$ cat src/rtl/line_buffer_3x3_if.sv
// Pixel stream in, 3x3 window stream out.
interface line_buffer_3x3_if #(
    parameter int unsigned ELEMENT_WIDTH = 32
);
    logic                     t;
    logic [ELEMENT_WIDTH-1:0] in_data;
    logic                     tout;
    logic [ELEMENT_WIDTH-1:0] win_data [2:0][2:0];
    logic                     frame_done;

    modport master (
        output t,
        output in_data,
        input  tout,
        input  win_data,
        input  frame_done
    );

    modport slave (
        input  t,
        input  in_data,
        output tout,
        output win_data,
        output frame_done
    );
endinterface

$ cat src/rtl/line_buffer_3x3.sv
// Streaming 3x3 window generator: two row line buffers plus a 3x3 shift
// window; raises tout for every neighbourhood that lies fully inside the image.
module line_buffer_3x3 #(
    parameter int unsigned ELEMENT_WIDTH = 32,
    parameter int unsigned IMG_WIDTH     = 16,
    parameter int unsigned IMG_HEIGHT    = 16
) (
    input  logic            clk,
    input  logic            rst,
    line_buffer_3x3_if.slave bus
);
    localparam int unsigned COL_W = $clog2(IMG_WIDTH);
    localparam int unsigned ROW_W = $clog2(IMG_HEIGHT);

    logic [COL_W-1:0]         col;
    logic [ROW_W-1:0]         row;
    logic [ELEMENT_WIDTH-1:0] lb0 [IMG_WIDTH];
    logic [ELEMENT_WIDTH-1:0] lb1 [IMG_WIDTH];
    logic [ELEMENT_WIDTH-1:0] win [2:0][2:0];
    logic                     tout_q;
    logic                     frame_done_q;

    logic last_col_c;
    logic last_row_c;

    assign last_col_c = (col == COL_W'(IMG_WIDTH - 1));
    assign last_row_c = (row == ROW_W'(IMG_HEIGHT - 1));

    // Counters, window shift register and output strobes.
    always_ff @(posedge clk) begin
        if (!rst) begin
            col          <= '0;
            row          <= '0;
            tout_q       <= 1'b0;
            frame_done_q <= 1'b0;
            for (int i = 0; i < 3; i++) begin
                for (int j = 0; j < 3; j++) begin
                    win[i][j] <= '0;
                end
            end
        end else if (bus.t) begin
            for (int i = 0; i < 3; i++) begin
                win[i][0] <= win[i][1];
                win[i][1] <= win[i][2];
            end
            win[0][2] <= lb0[col];
            win[1][2] <= lb1[col];
            win[2][2] <= bus.in_data;

            tout_q       <= (row >= ROW_W'(2)) && (col >= COL_W'(2));
            frame_done_q <= last_row_c && last_col_c;

            if (last_col_c) begin
                col <= '0;
                row <= last_row_c ? '0 : row + ROW_W'(1);
            end else begin
                col <= col + COL_W'(1);
            end
        end else begin
            tout_q       <= 1'b0;
            frame_done_q <= 1'b0;
        end
    end

    // Line buffers: read-before-write at the current column, never cleared.
    always_ff @(posedge clk) begin
        if (rst && bus.t) begin
            lb0[col] <= lb1[col];
            lb1[col] <= bus.in_data;
        end
    end

    assign bus.tout       = tout_q;
    assign bus.frame_done = frame_done_q;
    assign bus.win_data   = win;
endmodule

$ cat src/flat_wrapper.sv
// flat-port wrapper written by rule: the top's interface ports become plain ports
module line_buffer_3x3_flat 
#(
    parameter int unsigned ELEMENT_WIDTH = 32,
    parameter int unsigned IMG_WIDTH     = 16,
    parameter int unsigned IMG_HEIGHT    = 16
)
  (clk, rst, bus_t, bus_in_data, bus_tout, bus_win_data, bus_frame_done);
  line_buffer_3x3_if #(.ELEMENT_WIDTH(ELEMENT_WIDTH)) bus_i ();
  input  logic clk;
  input  logic rst;
  input wire logic [$bits(bus_i.t)-1:0] bus_t;
  input wire logic [$bits(bus_i.in_data)-1:0] bus_in_data;
  output wire logic [$bits(bus_i.tout)-1:0] bus_tout;
  output wire logic [$bits(bus_i.win_data)-1:0] bus_win_data;
  output wire logic [$bits(bus_i.frame_done)-1:0] bus_frame_done;
  assign bus_i.t = bus_t;
  assign bus_i.in_data = bus_in_data;
  assign bus_tout = bus_i.tout;
  assign bus_win_data = {>>{bus_i.win_data}};
  assign bus_frame_done = bus_i.frame_done;
  line_buffer_3x3 #(.ELEMENT_WIDTH(ELEMENT_WIDTH), .IMG_WIDTH(IMG_WIDTH), .IMG_HEIGHT(IMG_HEIGHT)) u_core (.clk(clk), .rst(rst), .bus(bus_i));
endmodule
$ cat config.mk
export PLATFORM = sky130hd
export DESIGN_NAME = line_buffer_3x3_flat
export DESIGN_NICKNAME = d
export VERILOG_FILES = /design/src/rtl/line_buffer_3x3_if.sv /design/src/rtl/line_buffer_3x3.sv /design/src/flat_wrapper.sv
export SDC_FILE = /design/constraint.sdc
export NUM_CORES = 1
export LEC_CHECK = 0
export BUFFER_PORTS_ARGS = -buffer_cell sky130_fd_sc_hd__buf_2
export CORE_MARGIN = 4
export CORE_UTILIZATION = 54
export DETAILED_ROUTE_END_ITERATION = 6
export PLACE_DENSITY = 0.74
export SYNTH_ARGS = -nofsm -noshare
export SYNTH_HDL_FRONTEND = slang
export SYNTH_SLANG_ARGS = --single-unit
$ cat constraint.sdc
create_clock -name clk -period 3.1 [get_ports clk]
set_input_delay 0.31 -clock clk [delete_from_list [all_inputs] [get_ports clk]]
set_output_delay 0.31 -clock clk [all_outputs]
set_load 0.01 [all_outputs]
==> results.ini <==
[detailed_routing]
wirelength_um=122000
wl_per_cell_um=26.5
vias=28000
drt_iter0_drc=3264
ant_nets=0
vias_per_cell=6.09
dr.pass1.iters=6
drc=0

[die]
initial_utilization_pct=54.5
fp.dieW_um=312
coreArea_mm2=0.0917
fp.dieArea_mm2=0.0975
top_level_ports=325
row_count=111
die_h_um=312

[cts]
cts.sink_count=1326
htree_levels=4
clk_pin_slew_ps=60
cts-root-buf=clkbuf_16
cts_resized=0
numCtsBuffers=133
worst_skew_pair.late_latency_ps=730
cts_hold_buf=34
postCtsSetupBuffers=0
tritoncts=built
cts.path.max_buffers=3

[pwr]
max-vdd-ir-drop_mv=0.511
power_density_mw_per_mm2=660
total_power_mw=38.2
cellLeakagePower_nw=20.2

[global_routing]
overflow=0
grt_pass1_vias=28100
grt_pass1_wl_um=181000
grt_antenna_before_repair=0
grt_util_all_layers_pct=24.7
grt_max_degree=192

[timing]
worst_pin_slew_ps=1090
grt_setup_unrepaired=no
max_freq_mhz=389
fin_crit_sh_pct=82.9
post-route-min-period_ps=2570
setup_viol=0
slew_headroom_pct=27.4
hold_viol_final=0
skew_ps=23.8
finalSetupTns_ps=0
maxSlewViolCount=0

[final_layout]
drive_above_1_share_pct=21.4
fin_nets=3340
area_growth_pct=15.8
final_cell_mix=edfxtp_1, mux2i_1, buf_2
final_common_cell=edfxtp_1

[logic_synthesis]
async_flop_share_pct=0
synth_nets=2943
ys_seq_elements=1326
synth_area_per_cell_um2=17.2
synth_area_mm2=0.0500
yosysSeqAreaShare_pct=73.6
ys_types=43
netlist_instances=2901
synth_edf_count=1024
synth_warnings=0
ys.flop_type=edfxtp_1

[hold_path]
hp-class=register to register
worstHoldPathCells=2

[place]
dpl.hpwl_um=68000
io_buffers=324
gp_congestion=0.781

[run_status]
status=finished, final reports clean

[setup_path]
cp.arrival_ps=2920
worstPathRequired_ps=3440
start_kind=register
crit_fanout=16
end_kind=register
critPathKind=register to register
worstRegToRegCells=4

[flow_run]
cap_violations=0

critical path: stages (launching register included):
cell      delay [ps]
dfxtp_4          440
nor2b_1          870
a222oi_1         290
nand3_1          240
nand2_1          340
metal layers:
layer | GRT usage [%] | share of wire [%] | up-vias
met2 | 37.9 | 46 | 1555
met1 | 35.8 | 42 | 14100
met4 | 7.46 | 2.3 | 0
met3 | 5.40 | 9.7 | 217
li1 | - | - | 12100
met5 | 0 | 0 | -
cell families (layout without fill, tap and decap cells):
group	count (synthesis)	in the layout	synth area share (%)
other	0	3	0
multiplexers	641	641	15.2
AO/OA/AOI/OAI	326	326	4.32
XOR/XNOR	4	4	0.0701
buffers and inverters	186	692	2.00
adder cells (fa/ha/maj)	7	7	0.175
flip-flops	1326	1326	73.6
AND/OR/NAND/NOR	411	411	4.55
synthesized netlist by cell type (2+ instances only):
cell type,n,share of area (%)
and3_1,10,0.13
xnor2_1,2,0.035
nand3_1,36,0.36
buf_2,58,0.58
a31oi_1,64,0.80
buf_8,2,0.060
ha_1,7,0.18
o22ai_1,64,0.80
dfxtp_1,302,12
nor2b_1,230,2.9
nor2_1,41,0.31
xor2_1,2,0.035
nand4_1,2,0.025
o21ai_1,32,0.32
buf_1,10,0.075
a221oi_1,32,0.56
nand2_1,70,0.53
clkbuf_1,71,0.53
or3b_1,2,0.035
buf_6,10,0.23
edfxtp_1,1024,62
inv_1,4,0.030
o21ai_0,66,0.66
a222oi_1,32,0.64
a22oi_1,32,0.48
mux2i_1,545,11
mux4_2,96,4.3
and2_1,10,0.13
nand3b_1,3,0.045
buf_4,29,0.44
cell type report:
class / count / area, µm²
multi-input cells: 1389 / 12200
repair buffers: 444 / 2990
clock inverters: 61 / 541
fillers: 6269 / 33800
inverters: 4 / 15.0
diodes: 3 / 7.51
clock buffers: 183 / 3780
well taps: 1186 / 1480
flip-flops and latches: 1326 / 36800
path summary, 6_finish.rpt:
| path | from | endpoint | slack, ps |
|---|---|---|---|
| max | register | u_core.lb0[15][9]$_DFFE_PP_ | 530 |
| min | u_core.bus.win_data[23]$_SDFFE_PN0P_ | u_core.bus.win_data[23]$_SDFFE_PN0P_ | 510 |
| max reg2reg | register | u_core.lb0[15][9]$_DFFE_PP_ | 530 |
| min reg2reg | u_core.bus.win_data[23]$_SDFFE_PN0P_ | u_core.bus.win_data[23]$_SDFFE_PN0P_ | 510 |
metrics by stage:
stage               hold slack, ps  util [%]  setup slack, ps  cell area [µm²]  instances
floorplan                      409         -             5.54            50000       2901
global placement               490      58.0              680            53200       4315
detailed placement             499      58.0              593            53200       4315
CTS                            483      63.1              579            57800       4593
global route                   523      63.1              424            57800       4593
finish                         511      63.1              530            57800       4596
report_power, final:
group	switching (mW)	total, mW	internal (mW)
Clock	6.62	15.8	9.17
Sequential	0.271	19.9	19.6
Combinational	1.49	2.48	0.993
Total	8.38	38.2	29.8
flip-flops by register name, indices dropped and copies added (netlist names), named ones only:
register,count
u_core.col,4
u_core.row,4
u_core.lb0,512
u_core.bus.frame_done,1
u_core.bus.tout,1
u_core.lb1,512
u_core.bus.win_data,288
No activity file was read; power rests on OpenSTA's default activity.
